[src/rtl/vga_layer_mixer.sv]
// rtl/vga_layer_mixer.sv - maze background plus prioritised, colour-keyed, blinking sprites
module vga_layer_mixer #(
    parameter int          TILE_LOG2      = 4,
    parameter int          MAZE_COLS_LOG2 = 6,
    parameter int          MAZE_ROWS_LOG2 = 5,
    parameter int          NUM_SPRITES    = 2,
    parameter logic [11:0] TRANSP_KEY     = 12'hF0F,
    parameter int          BLINK_BIT      = 4
) (
    input  logic                                        clk,
    input  logic                                        rst,
    input  logic                                        i_pix_valid,
    input  logic [9:0]                                  i_col,
    input  logic [9:0]                                  i_row,
    input  logic                                        i_frame_start,
    input  logic [NUM_SPRITES*(10-TILE_LOG2)-1:0]       i_spr_bcol,
    input  logic [NUM_SPRITES*(10-TILE_LOG2)-1:0]       i_spr_brow,
    input  logic [NUM_SPRITES-1:0]                      i_spr_en,
    input  logic [NUM_SPRITES-1:0]                      i_blink_mask,
    output logic [MAZE_COLS_LOG2+MAZE_ROWS_LOG2-1:0]    o_maze_addr,
    input  logic [15:0]                                 i_maze_data,
    output logic [2*TILE_LOG2-1:0]                      o_spr_addr,
    input  logic [NUM_SPRITES*16-1:0]                   i_spr_data,
    output logic                                        o_rom_en,
    output logic                                        o_pix_valid,
    output logic [3:0]                                  o_red,
    output logic [3:0]                                  o_green,
    output logic [3:0]                                  o_blue,
    output logic                                        o_collision,
    output logic [7:0]                                  o_frame_cnt
);

    localparam int TW  = 10 - TILE_LOG2;
    localparam int AW  = MAZE_COLS_LOG2 + MAZE_ROWS_LOG2;
    localparam int SPW = NUM_SPRITES * TW;

    logic [AW-1:0]          tile_col_w;
    logic [AW-1:0]          tile_row_w;

    logic                   s1_valid_q;
    logic [TW-1:0]          s1_tcol_q;
    logic [TW-1:0]          s1_trow_q;

    logic [SPW-1:0]         sh_bcol_q;
    logic [SPW-1:0]         sh_brow_q;
    logic [NUM_SPRITES-1:0] sh_en_q;
    logic [NUM_SPRITES-1:0] sh_blink_q;

    logic [7:0]             frame_cnt_q;
    logic                   sticky_q;
    logic                   collision_q;

    logic [NUM_SPRITES-1:0] vis;
    logic [11:0]            rgb_d;
    logic                   collide_now;

    logic [11:0]            rgb_q;
    logic                   pix_valid_q;

    logic [4*NUM_SPRITES+3:0] unused_hi;

    // ROM addresses come straight from the incoming coordinates; out-of-maze tiles wrap by truncation
    assign tile_col_w  = AW'(i_col >> TILE_LOG2);
    assign tile_row_w  = AW'(i_row >> TILE_LOG2);
    assign o_maze_addr = (tile_row_w << MAZE_COLS_LOG2) | tile_col_w;
    assign o_spr_addr  = {i_col[TILE_LOG2-1:0], i_row[TILE_LOG2-1:0]};
    assign o_rom_en    = i_pix_valid;

    // Stage 1: hold tile coordinates and valid while the ROM data is in flight
    always_ff @(posedge clk) begin
        if (rst) begin
            s1_valid_q <= 1'b0;
            s1_tcol_q  <= '0;
            s1_trow_q  <= '0;
        end else begin
            s1_valid_q <= i_pix_valid;
            s1_tcol_q  <= i_col[9:TILE_LOG2];
            s1_trow_q  <= i_row[9:TILE_LOG2];
        end
    end

    // Sprite state is only taken at frame start so a frame never shows a half-moved sprite
    always_ff @(posedge clk) begin
        if (rst) begin
            sh_bcol_q  <= '0;
            sh_brow_q  <= '0;
            sh_en_q    <= '0;
            sh_blink_q <= '0;
        end else if (i_frame_start) begin
            sh_bcol_q  <= i_spr_bcol;
            sh_brow_q  <= i_spr_brow;
            sh_en_q    <= i_spr_en;
            sh_blink_q <= i_blink_mask;
        end
    end

    // Layer mix: walk from lowest to highest priority so the lowest visible index wins
    always_comb begin
        vis   = '0;
        rgb_d = i_maze_data[11:0];
        for (int k = NUM_SPRITES - 1; k >= 0; k--) begin
            vis[k] = sh_en_q[k]
                   & ~(sh_blink_q[k] & frame_cnt_q[BLINK_BIT])
                   & (sh_bcol_q[k*TW +: TW] == s1_tcol_q)
                   & (sh_brow_q[k*TW +: TW] == s1_trow_q)
                   & (i_spr_data[k*16 +: 12] != TRANSP_KEY);
            if (vis[k]) begin
                rgb_d = i_spr_data[k*16 +: 12];
            end
        end
        if (!s1_valid_q) begin
            rgb_d = '0;
        end
    end

    // Two or more set bits in vis means sprites overlap on this pixel
    assign collide_now = s1_valid_q & (|(vis & (vis - NUM_SPRITES'(1))));

    // Frame counter and collision: the frame-start cycle's own event still reaches the report
    always_ff @(posedge clk) begin
        if (rst) begin
            frame_cnt_q <= '0;
            sticky_q    <= 1'b0;
            collision_q <= 1'b0;
        end else if (i_frame_start) begin
            frame_cnt_q <= frame_cnt_q + 8'd1;
            collision_q <= sticky_q | collide_now;
            sticky_q    <= 1'b0;
        end else if (collide_now) begin
            sticky_q    <= 1'b1;
        end
    end

    // Stage 2: register the mixed colour and its valid for the DAC
    always_ff @(posedge clk) begin
        if (rst) begin
            rgb_q       <= '0;
            pix_valid_q <= 1'b0;
        end else begin
            rgb_q       <= rgb_d;
            pix_valid_q <= s1_valid_q;
        end
    end

    // ROM data bits above RGB carry nothing this block uses
    always_comb begin
        unused_hi[3:0] = i_maze_data[15:12];
        for (int k = 0; k < NUM_SPRITES; k++) begin
            unused_hi[4+4*k +: 4] = i_spr_data[16*k+12 +: 4];
        end
    end

    assign o_pix_valid = pix_valid_q;
    assign o_red       = rgb_q[11:8];
    assign o_green     = rgb_q[7:4];
    assign o_blue      = rgb_q[3:0];
    assign o_collision = collision_q;
    assign o_frame_cnt = frame_cnt_q;

endmodule

[config.mk]
export PLATFORM = sky130hd
export DESIGN_NAME = vga_layer_mixer
export DESIGN_NICKNAME = d
export VERILOG_FILES = /design/src/rtl/vga_layer_mixer.sv
export SDC_FILE = /design/constraint.sdc
export NUM_CORES = 1
export LEC_CHECK = 0
export BUFFER_PORTS_ARGS = -buffer_cell sky130_fd_sc_hd__buf_2
export CORE_MARGIN = 4
export CORE_UTILIZATION = 45
export DETAILED_ROUTE_END_ITERATION = 12
export PLACE_DENSITY = 0.88
export SLEW_MARGIN = 20
export SYNTH_ARGS = -nofsm -noshare
export SYNTH_HDL_FRONTEND = slang
export SYNTH_SLANG_ARGS = --single-unit
[constraint.sdc]
create_clock -name clk -period 1.8 [get_ports clk]
set_input_delay 0.36 -clock clk [delete_from_list [all_inputs] [get_ports clk]]
set_output_delay 0.36 -clock clk [all_outputs]
set_load 0.03 [all_outputs]
**After elaboration in Yosys (flattened, before gate mapping)**

Cells that the tools add are included.

- Register bits: 64
- Latch bits: 0
- Bits in writable memories: 0
- Bits in read-only memories: 0
- Input bits: 100
- Output and inout port bits: 42
- Word-level logic and storage cells: 42
- Memories kept: 0

- Add/subtract/negate cells: 2
- $mul: 0
- Div/mod/pow operators: 0
- $lt $le $gt $ge: 0
- Equal/unequal tests: 6
- Shifts and indexed selects: 0
- Muxes and demuxes: 2
- Bitwise gates (word level): 17
- Reductions and logical operators: 3

Operators by type and width:

| cell | number |
|---|---|
| $eq 6x6->1 | 4 |
| $mux 12 | 2 |
| $ne 12x12->1 const B | 2 |
| $and 1x1->1 | 11 |
| $or 11x6->11 | 1 |
| $add 8x1->8 const B | 1 |
| $reduce_or 2->1 | 3 |
| $not 1->1 | 3 |
| $and 2x2->2 | 1 |
| $sub 2x1->2 const B | 1 |
| $or 1x1->1 | 1 |

**Logic depth before layout (Yosys ltp)**

Gate-level depths: netlist of run 1.

- Word-level depth: 11
- Mapped depth: 6

**Worst setup path after synthesis of run 1**

Ideal clock, no wire load.

- Path type: reg-to-reg
- Start point: reg s1_tcol_q[4]
- End point: reg rgb_q[1]
- Arrival time: 1,493 ps
- Setup slack: 183 ps
- Cell stages (with the launch flop): 7
- Path buffers: 1
- Period minus slack after synthesis: 1,617 ps
- Cells stage by stage: dfxtp_1 -> xnor2_1 -> nand2_1 -> or4_4 -> buf_6 -> o31ai_1 -> a21oi_1

- Word-level cells in the longest chain between the ends: 6

Ends and longest elaborated chain:

| element | RTL line | RTL |
|---|---|---|
| from (decl) | 41 | `logic [TW-1:0] s1_tcol_q;` |
| from (signal assigned) | 77 | `s1_tcol_q <= i_col[9:TILE_LOG2];` |
| $eq 6x6->1 | 104 | `& (sh_bcol_q[k*TW +: TW] == s1_tcol_q)` |
| $and 1x1->1 | 104 |  |
| $and 1x1->1 | 105 | `& (sh_brow_q[k*TW +: TW] == s1_trow_q)` |
| $and 1x1->1 | 106 | `& (i_spr_data[k*16 +: 12] != TRANSP_KEY);` |
| $mux 12 | 107 | `if (vis[k]) begin` |
| $mux 12 (*) | 107 |  |
| to (signal assigned) | 140 | `rgb_q <= rgb_d;` |
| to (decl) | 57 | `logic [11:0] rgb_q;` |

Every way passes the cells marked *; elsewhere a longest branch is shown, timed or not.
A chain may end at the register's enable or synchronous reset.

**Worst setup path in the final report of run 1**

- Start point: reg sh_bcol_q[1]
- End point: reg rgb_q[4]

- Word-level cells in the longest chain between the ends: 5

Ends and longest elaborated chain:

| element | RTL line | RTL |
|---|---|---|
| from (decl) | 44 | `logic [SPW-1:0] sh_bcol_q;` |
| from (signal assigned) | 90 | `sh_bcol_q <= i_spr_bcol;` |
| $eq 6x6->1 | 104 |  |
| $and 1x1->1 | 104 |  |
| $and 1x1->1 | 105 |  |
| $and 1x1->1 | 106 |  |
| $mux 12 | 107 |  |

Every way passes these cells.

==> results by group, run 1 <==
Power
  – Combinational fraction of design power: 0.165
  – P_leak: 1.74 nW
  – NetSw: 0.924 mW
  – Max VDD drop: 0.000523 V
  – P_int: 2.25 mW
  – Clk pwr share: 0.352
  – Switching Fraction: 0.291
  – PD cells: 833 nW/um2
  – Final Power: 3.17 mW
  – Register share of total power: 0.483

Synth
  – Seq/Total Area, Yosys: 0.431
  – Post-synth cell types: 33
  – Syn_area_per_cell: 9.32 um2
  – Number of flops mapped to enable cells by yosys: 0
  – Post-Syn Area: 2970 um2
  – Post-synth ARST share: 0
  – Ys flop type: dfxtp_1
  – Synthesized netlist cell count: 319
  – Syn Nets: 420
  – Synth Register Bits: 64
  – Syn. warnings: 0

Drt
  – Detailed Routing Iterations Pass 1: 4
  – Total routed wirelength: 7.89 mm
  – # DRC: 0
  – Iter 0 DRT Violations: 143
  – Post-detailed-route wirelength per cell: 15.7 um
  – Via/cell ratio: 5.37
  – Routed Antenna Nets: 0
  – Via count: 2702

STA
  – Final worst path period share: 0.982
  – Final hold slack: 0.245 ns
  – Min Tclk post-route: 1.77 ns
  – Slew headroom: 0.675
  – Final Max Slew Viols: 0
  – Final setup vio count: 0
  – RSZ-0062 raised after global routing: true
  – Clock Skews: 0.00606 ns
  – Final Hold Viols: 0
  – Max Clk Rate: 0.566 GHz
  – Worst-Margin Slew: 0.486 ns

Floorplanning
  – Placement row count: 29
  – Die Area: 7970 um2
  – Io pins: 142
  – Die height: 89.3 um
  – Horiz. Die Dim: 89.3 um
  – Initial core utilization: 0.465
  – Core area: 6390 um2

Global routing
  – First-pass GRT wire length: 12.1 mm
  – Grt met3 use: 0.0369
  – Gr busiest metal: met2
  – Number of global-route vias before repair: 2627
  – Initial antenna violation count: 0
  – Met2 Track Usage GR: 0.331
  – Met1 Use GR: 0.235
  – Pin count of the biggest net entering global routing: 47
  – Total gr overflow: 0
  – GRT Total Usage: 0.195

Worst setup path
  – Critical path peak fanout: 6
  – Worst path depth: 5
  – Critical path endpoint category: register
  – Crit-path slowest cell: or4_4
  – Worst EP arrival: 1.99 ns
  – R2R setup slack: 0.03 ns
  – Critical Path Max Stage Delay: 0.66 ns
  – Worst r2r src: sh_bcol_q[1]
  – Worst Path Buf+Inv: 0
  – Crit Path Class: register to register
  – Ordered cell list for the critical path: xor2_1 > nand3b_1 > or4_4 > o31ai_2 > a21oi_1
  – Reg2reg end: rgb_q[4]
  – Worst r2r path cells: 5
  – Setup crit end: rgb_q[4]
  – Critical path startpoint category: register
  – Worst Path Required: 2.02 ns
  – Critical Path Start: sh_bcol_q[1]
  – CP delay by family, top: simple AND/OR/NAND/NOR gates

Status
  – Status: completed

Worst hold path
  – Hold WC Path Type: input pin to register
  – Min-delay src: i_row[8]
  – WHS Path Cells: 2

CTS
  – Clk root buf: clkbuf_8
  – Clock transition at path regs: 0.07 ns
  – H-tree depth: 3
  – CTS Buf Count: 9
  – TritonCTS clock tree: yes
  – Clk_lat worst skew: 0.33 ns
  – Longest Clk Path Bufs: 2
  – CTS Hold Bufs: 0
  – TritonCTS Sinks: 64

Cells and area
  – Share of cells above drive strength 1: 0.373
  – P&R area growth vs syn: 28.0%
  – Layout Nets: 522
  – Final Core Density: 0.596
  – Number of diodes: 0

Run
  – Number of max-cap violations: 0

Placed design
  – Detail Placement HPWL: 5.92 mm
  – Routability cong.: 0.907
  – I/O Buffers: 113
[sequential cells by signal (all words and copies together), names as in the netlist]
signal       cells
rgb_q           12
sh_bcol_q       12
sh_brow_q       12
o_frame_cnt      8
s1_tcol_q        6
s1_trow_q        6
sh_blink_q       2
sh_en_q          2
o_collision      1
o_pix_valid      1
s1_valid_q       1
sticky_q         1
[stage by stage]
step / setup slack [ns] / setup TNS, ns / area [um2] / instances
after floorplan: 0.183 / 0 / 2970 / 319
after global placement: 0.0559 / 0 / 3520 / 485
after detailed placement: -0.0173 / -0.0213 / 3520 / 485
after CTS: 0.0215 / 0 / 3700 / 501
after global routing: -0.0441 / -0.100 / 3800 / 503
final: 0.0328 / 0 / 3800 / 503
[power groups by stage]
stage	clock network, mW	registers (mW)	logic (mW)
after global routing	1.21	1.54	0.569
after floorplan	0	1.58	0.318
final	1.12	1.53	0.522
after CTS	1.14	1.53	0.493
after global placement	0	1.56	0.480
after detailed placement	0	1.56	0.491
[Yosys cell counts, types with 3 or more instances]
master / n / area [um2]
dfxtp_1: 64 / 1280
nor2_1: 39 / 146
mux2i_1: 29 / 290
xor2_1: 21 / 184
buf_4: 20 / 150
o21ai_0: 15 / 75.1
a21oi_1: 14 / 70.1
nor2b_1: 14 / 87.6
o31ai_1: 13 / 97.6
a32oi_1: 12 / 105
clkbuf_1: 11 / 41.3
nand2_1: 10 / 37.5
xnor2_1: 8 / 70.1
buf_2: 7 / 35.0
nor4_1: 7 / 43.8
nand4_1: 6 / 37.5
nand3_1: 4 / 20.0
nor3_1: 4 / 20.0
nand3b_1: 3 / 22.5
[worst min path at each step]
stage                              end  slack, ns
after floorplan               sticky_q       0.42
after global placement        sticky_q       0.43
after detailed placement      sticky_q       0.45
after CTS                 s1_tcol_q[2]       0.23
after global routing      s1_trow_q[4]       0.24
final                     s1_trow_q[4]       0.25
[layout by cell type (no fill, tap or decap), types with 2 or more instances in the layout]
cell,n
nand4b_1,2
or3_1,2
o31ai_2,3
o31ai_4,4
nor2_1,39
clkinvlp_4,3
dfxtp_1,63
nand4_1,6
nor2b_1,14
clkinv_4,2
nand3_1,4
o21ai_0,14
xor2_1,21
nand3b_1,3
and4b_1,2
nor4_1,6
a32oi_1,12
mux2i_1,29
o31ai_1,7
nand2_1,9
buf_2,113
buf_4,15
a21oi_1,14
or4_4,2
clkbuf_8,10
nor3_1,4
xnor2_1,7
and3_1,2
[layout make-up]
class / instances / area, um2
sequential: 64 / 1280
fill: 553 / 2580
multi-input combinational: 216 / 1540
tap: 77 / 96.3
clock buffer: 10 / 138
inverter: 1 / 3.75
clock inverter: 6 / 45.0
timing repair buffer: 129 / 698
[layer usage]
layer,vias to the layer above,part of all wire
li1,1319,-
met1,1220,0.40
met2,135,0.47
met3,28,0.098
met4,0,0.031
met5,-,0
[cells by family (layout without fill, tap and decap cells)]
| kind of cell | Yosys count | count (layout) | share of synthesized area |
|---|---|---|---|
| adders and majority gates | 1 | 1 | 0.00421 |
| xor gates and xnor gates | 29 | 29 | 0.0855 |
| AOI/OAI and AO/OA | 55 | 55 | 0.121 |
| and+or+nand+nor | 101 | 102 | 0.179 |
| buffers and inverters | 40 | 146 | 0.0813 |
| DFF | 64 | 64 | 0.431 |
| muxes | 29 | 29 | 0.0977 |
[repair_timing]
action / in CTS / in global routing
resized for setup: 0 / 16
buffers inserted: 0 / 1
endpoints found under the setup margin: 0 / 12
Note: power is estimated with default switching activity, not from simulation.
==> run 2: changes to the inputs <==
- CTS_CLUSTER_DIAMETER: unset -> 100
- PLACE_DENSITY: 0.88 -> unset
- PLACE_DENSITY_LB_ADDON: unset -> 0.15
- SETUP_SLACK_MARGIN: unset -> 0.2
==> run 2 against run 1 <==
Net effect: clock power shrank 9.8%; power shrank 2.7%; combinational power grew 4.6%; wire length shrank 4.9%; cell area grew 1.6%; global-route usage shrank 0.94 points; worst hold slack gained 0.0069 ns.
==> results by group, run 2 (synthesis gave the netlist of run 1 again) <==
Worst setup path
  – Setup crit end: rgb_q[0] (was rgb_q[4])
  – Worst r2r src: s1_tcol_q[4] (was sh_bcol_q[1])
  – Crit Path Class: register to register (unchanged)
  – Critical path endpoint category: register (unchanged)
  – Critical Path Start: s1_tcol_q[4] (was sh_bcol_q[1])
  – Worst EP arrival: 1.94 ns (was 1.99 ns)
  – Worst Path Buf+Inv: 0 (unchanged)
  – Reg2reg end: rgb_q[0] (was rgb_q[4])
  – Critical path peak fanout: 6 (unchanged)
  – Worst r2r path cells: 5 (unchanged)
  – CP delay by family, top: simple AND/OR/NAND/NOR gates (unchanged)
  – Worst path depth: 5 (unchanged)
  – Ordered cell list for the critical path: xnor2_2 > nand2_2 > or4_4 > o31ai_2 > a21oi_1 (was xor2_1 > nand3b_1 > or4_4 > o31ai_2 > a21oi_1)
  – Critical Path Max Stage Delay: 0.62 ns (was 0.66 ns)
  – Worst Path Required: 2.00 ns (was 2.02 ns)
  – R2R setup slack: 0.06 ns (was 0.03 ns)
  – Critical path startpoint category: register (unchanged)
  – Crit-path slowest cell: or4_4 (unchanged)

Global routing
  – Number of global-route vias before repair: 2518 (was 2627)
  – Total gr overflow: 0 (unchanged)
  – Pin count of the biggest net entering global routing: 37 (was 47)
  – GRT Total Usage: 0.186 (was 0.195)
  – Initial antenna violation count: 0 (unchanged)
  – First-pass GRT wire length: 11.5 mm (was 12.1 mm)

Cells and area
  – Final Core Density: 0.606 (was 0.596)
  – Top Registers: rgb_q (12), sh_bcol_q (12), sh_brow_q (12) (unchanged)
  – Layout Nets: 522 (unchanged)
  – Final Non-Filler Cells: 502 (was 503)
  – P&R area growth vs syn: 30.1% (was 28.0%)
  – Share of cells above drive strength 1: 0.400 (was 0.373)
  – Number of diodes: 0 (unchanged)
  – Most frequent cells in the layout: buf_2, dfxtp_1, nor2_1, mux2i_1, xor2_1 (unchanged)
  – Most common cell after layout, fill and taps aside: buf_2 (unchanged)
  – Fill cells: 596 (was 553)

Drt
  – # DRC: 0 (unchanged)
  – Via/cell ratio: 5.21 (was 5.37)
  – Total routed wirelength: 7.51 mm (was 7.89 mm)
  – Post-detailed-route wirelength per cell: 15.0 um (was 15.7 um)
  – Detailed Routing Iterations Pass 1: 6 (was 4)
  – Via count: 2614 (was 2702)
  – Routed Antenna Nets: 0 (unchanged)
  – Iter 0 DRT Violations: 80 (was 143)

Floorplanning
  – Initial core utilization: 0.465 (unchanged)
  – Placement row count: 29 (unchanged)
  – Io pins: 142 (unchanged)
  – Die Area: 7970 um2 (unchanged)
  – Die height: 89.3 um (unchanged)
  – Horiz. Die Dim: 89.3 um (unchanged)
  – Core area: 6390 um2 (unchanged)

CTS
  – Longest Clk Path Bufs: 2 (unchanged)
  – Clk root buf: clkbuf_8 (unchanged)
  – CTS Buf Count: 9 (unchanged)
  – TritonCTS Sinks: 64 (unchanged)
  – TritonCTS clock tree: yes (unchanged)
  – Clock transition at path regs: 0.07 ns (about the same)
  – CTS Hold Bufs: 0 (unchanged)
  – Clk_lat worst skew: 0.32 ns (was 0.33 ns)
  – H-tree depth: 3 (unchanged)

STA
  – Slew headroom: 0.625 (was 0.675)
  – Final hold slack: 0.252 ns (was 0.245 ns)
  – Final worst path period share: 0.968 (was 0.982)
  – RSZ-0062 raised after global routing: true (unchanged)
  – Worst-Margin Slew: 0.560 ns (was 0.486 ns)
  – Final setup vio count: 0 (unchanged)
  – Final Hold Viols: 0 (unchanged)
  – Clock Skews: 0.00743 ns (was 0.00606 ns)
  – Min Tclk post-route: 1.74 ns (was 1.77 ns)
  – Final Max Slew Viols: 0 (unchanged)
  – Max Clk Rate: 0.574 GHz (was 0.566 GHz)

Power
  – PD cells: 797 nW/um2 (was 833 nW/um2)
  – P_leak: 1.75 nW (was 1.74 nW)
  – Max VDD drop: 0.000450 V (was 0.000523 V)

Status
  – Status: completed (unchanged)

Run
  – Number of max-cap violations: 0 (unchanged)

Placed design
  – Detail Placement HPWL: 5.58 mm (was 5.92 mm)
  – Post-Place Cells: 483 (was 485)
  – Routability cong.: 0.853 (was 0.907)
  – I/O Buffers: 113 (unchanged)

Worst hold path
  – Hold WC Path Type: input pin to register (unchanged)
  – WHS Path Cells: 2 (unchanged)
[run 2: cell count changes in the layout (fill, tap and decap cells not counted), sizes merged]
cell / delta
clkbuf: +1
clkinvlp: -2
buf: -1
and3b: +1
[run 2: report_power, final]
| group | switching, mW | internal [mW] |
|---|---|---|
| combinational | 0.308 | 0.238 |
| clock | 0.519 | 0.486 |
| sequential | 0.0475 | 1.48 |
[run 2: cell type report]
type,instances,area [um2],share of cell area
Timing Repair Buffer,128,707,0.183
Clock buffer,11,131,0.0340
Multi-Input combinational cell,217,1620,0.419
Clock inverter,4,22.5,0.00582
Tap cell,77,96.3,0.0249
Sequential cell,64,1290,0.333
Inverter,1,3.75,0.000971
[run 2: metrics by stage]
| step | setup slack (ns) | setup TNS (ns) | power, mW | instance area (um2) |
|---|---|---|---|---|
| after detailed placement | -0.0681 | -0.468 | 2.05 | 3520 |
| after global routing | -0.00696 | -0.0129 | 3.23 | 3870 |
| after floorplan | 0.188 | 0 | 1.90 | 2970 |
| after global placement | -0.0451 | -0.211 | 2.04 | 3520 |
| final | 0.0579 | 0 | 3.08 | 3870 |
| after CTS | 0.0797 | 0 | 3.09 | 3810 |
[run 2: timing repair]
action,CTS,global route
setup buffers,1,0
pin swaps,7,6
resized for setup,22,14
gates cloned,3,0
endpoints found under the setup margin,13,14
[run 2: routing by layer]
layer	GRT usage	vias to the layer above	wire (um)
li1	-	1312	-
met1	0.238	1203	3250
met2	0.311	95	3690
met3	0.0396	4	550
met4	0.0650	0	21
met5	0	-	0
[run 2: worst min path at each step]
stage / slack, ns / start / endpoint
after floorplan: 0.42 / sticky_q / sticky_q
after CTS: 0.24 / i_row[9] / s1_trow_q[5]
after global routing: 0.25 / i_row[9] / s1_trow_q[5]
after detailed placement: 0.46 / sticky_q / sticky_q
final: 0.25 / i_row[9] / s1_trow_q[5]
after global placement: 0.43 / sticky_q / sticky_q
[run 2: worst reg2reg max path: stages, from the launching register on]
cell and delay (ns):
dfxtp_2 0.34, xnor2_2 0.19, nand2_2 0.12, or4_4 0.63, o31ai_2 0.28, a21oi_1 0.07
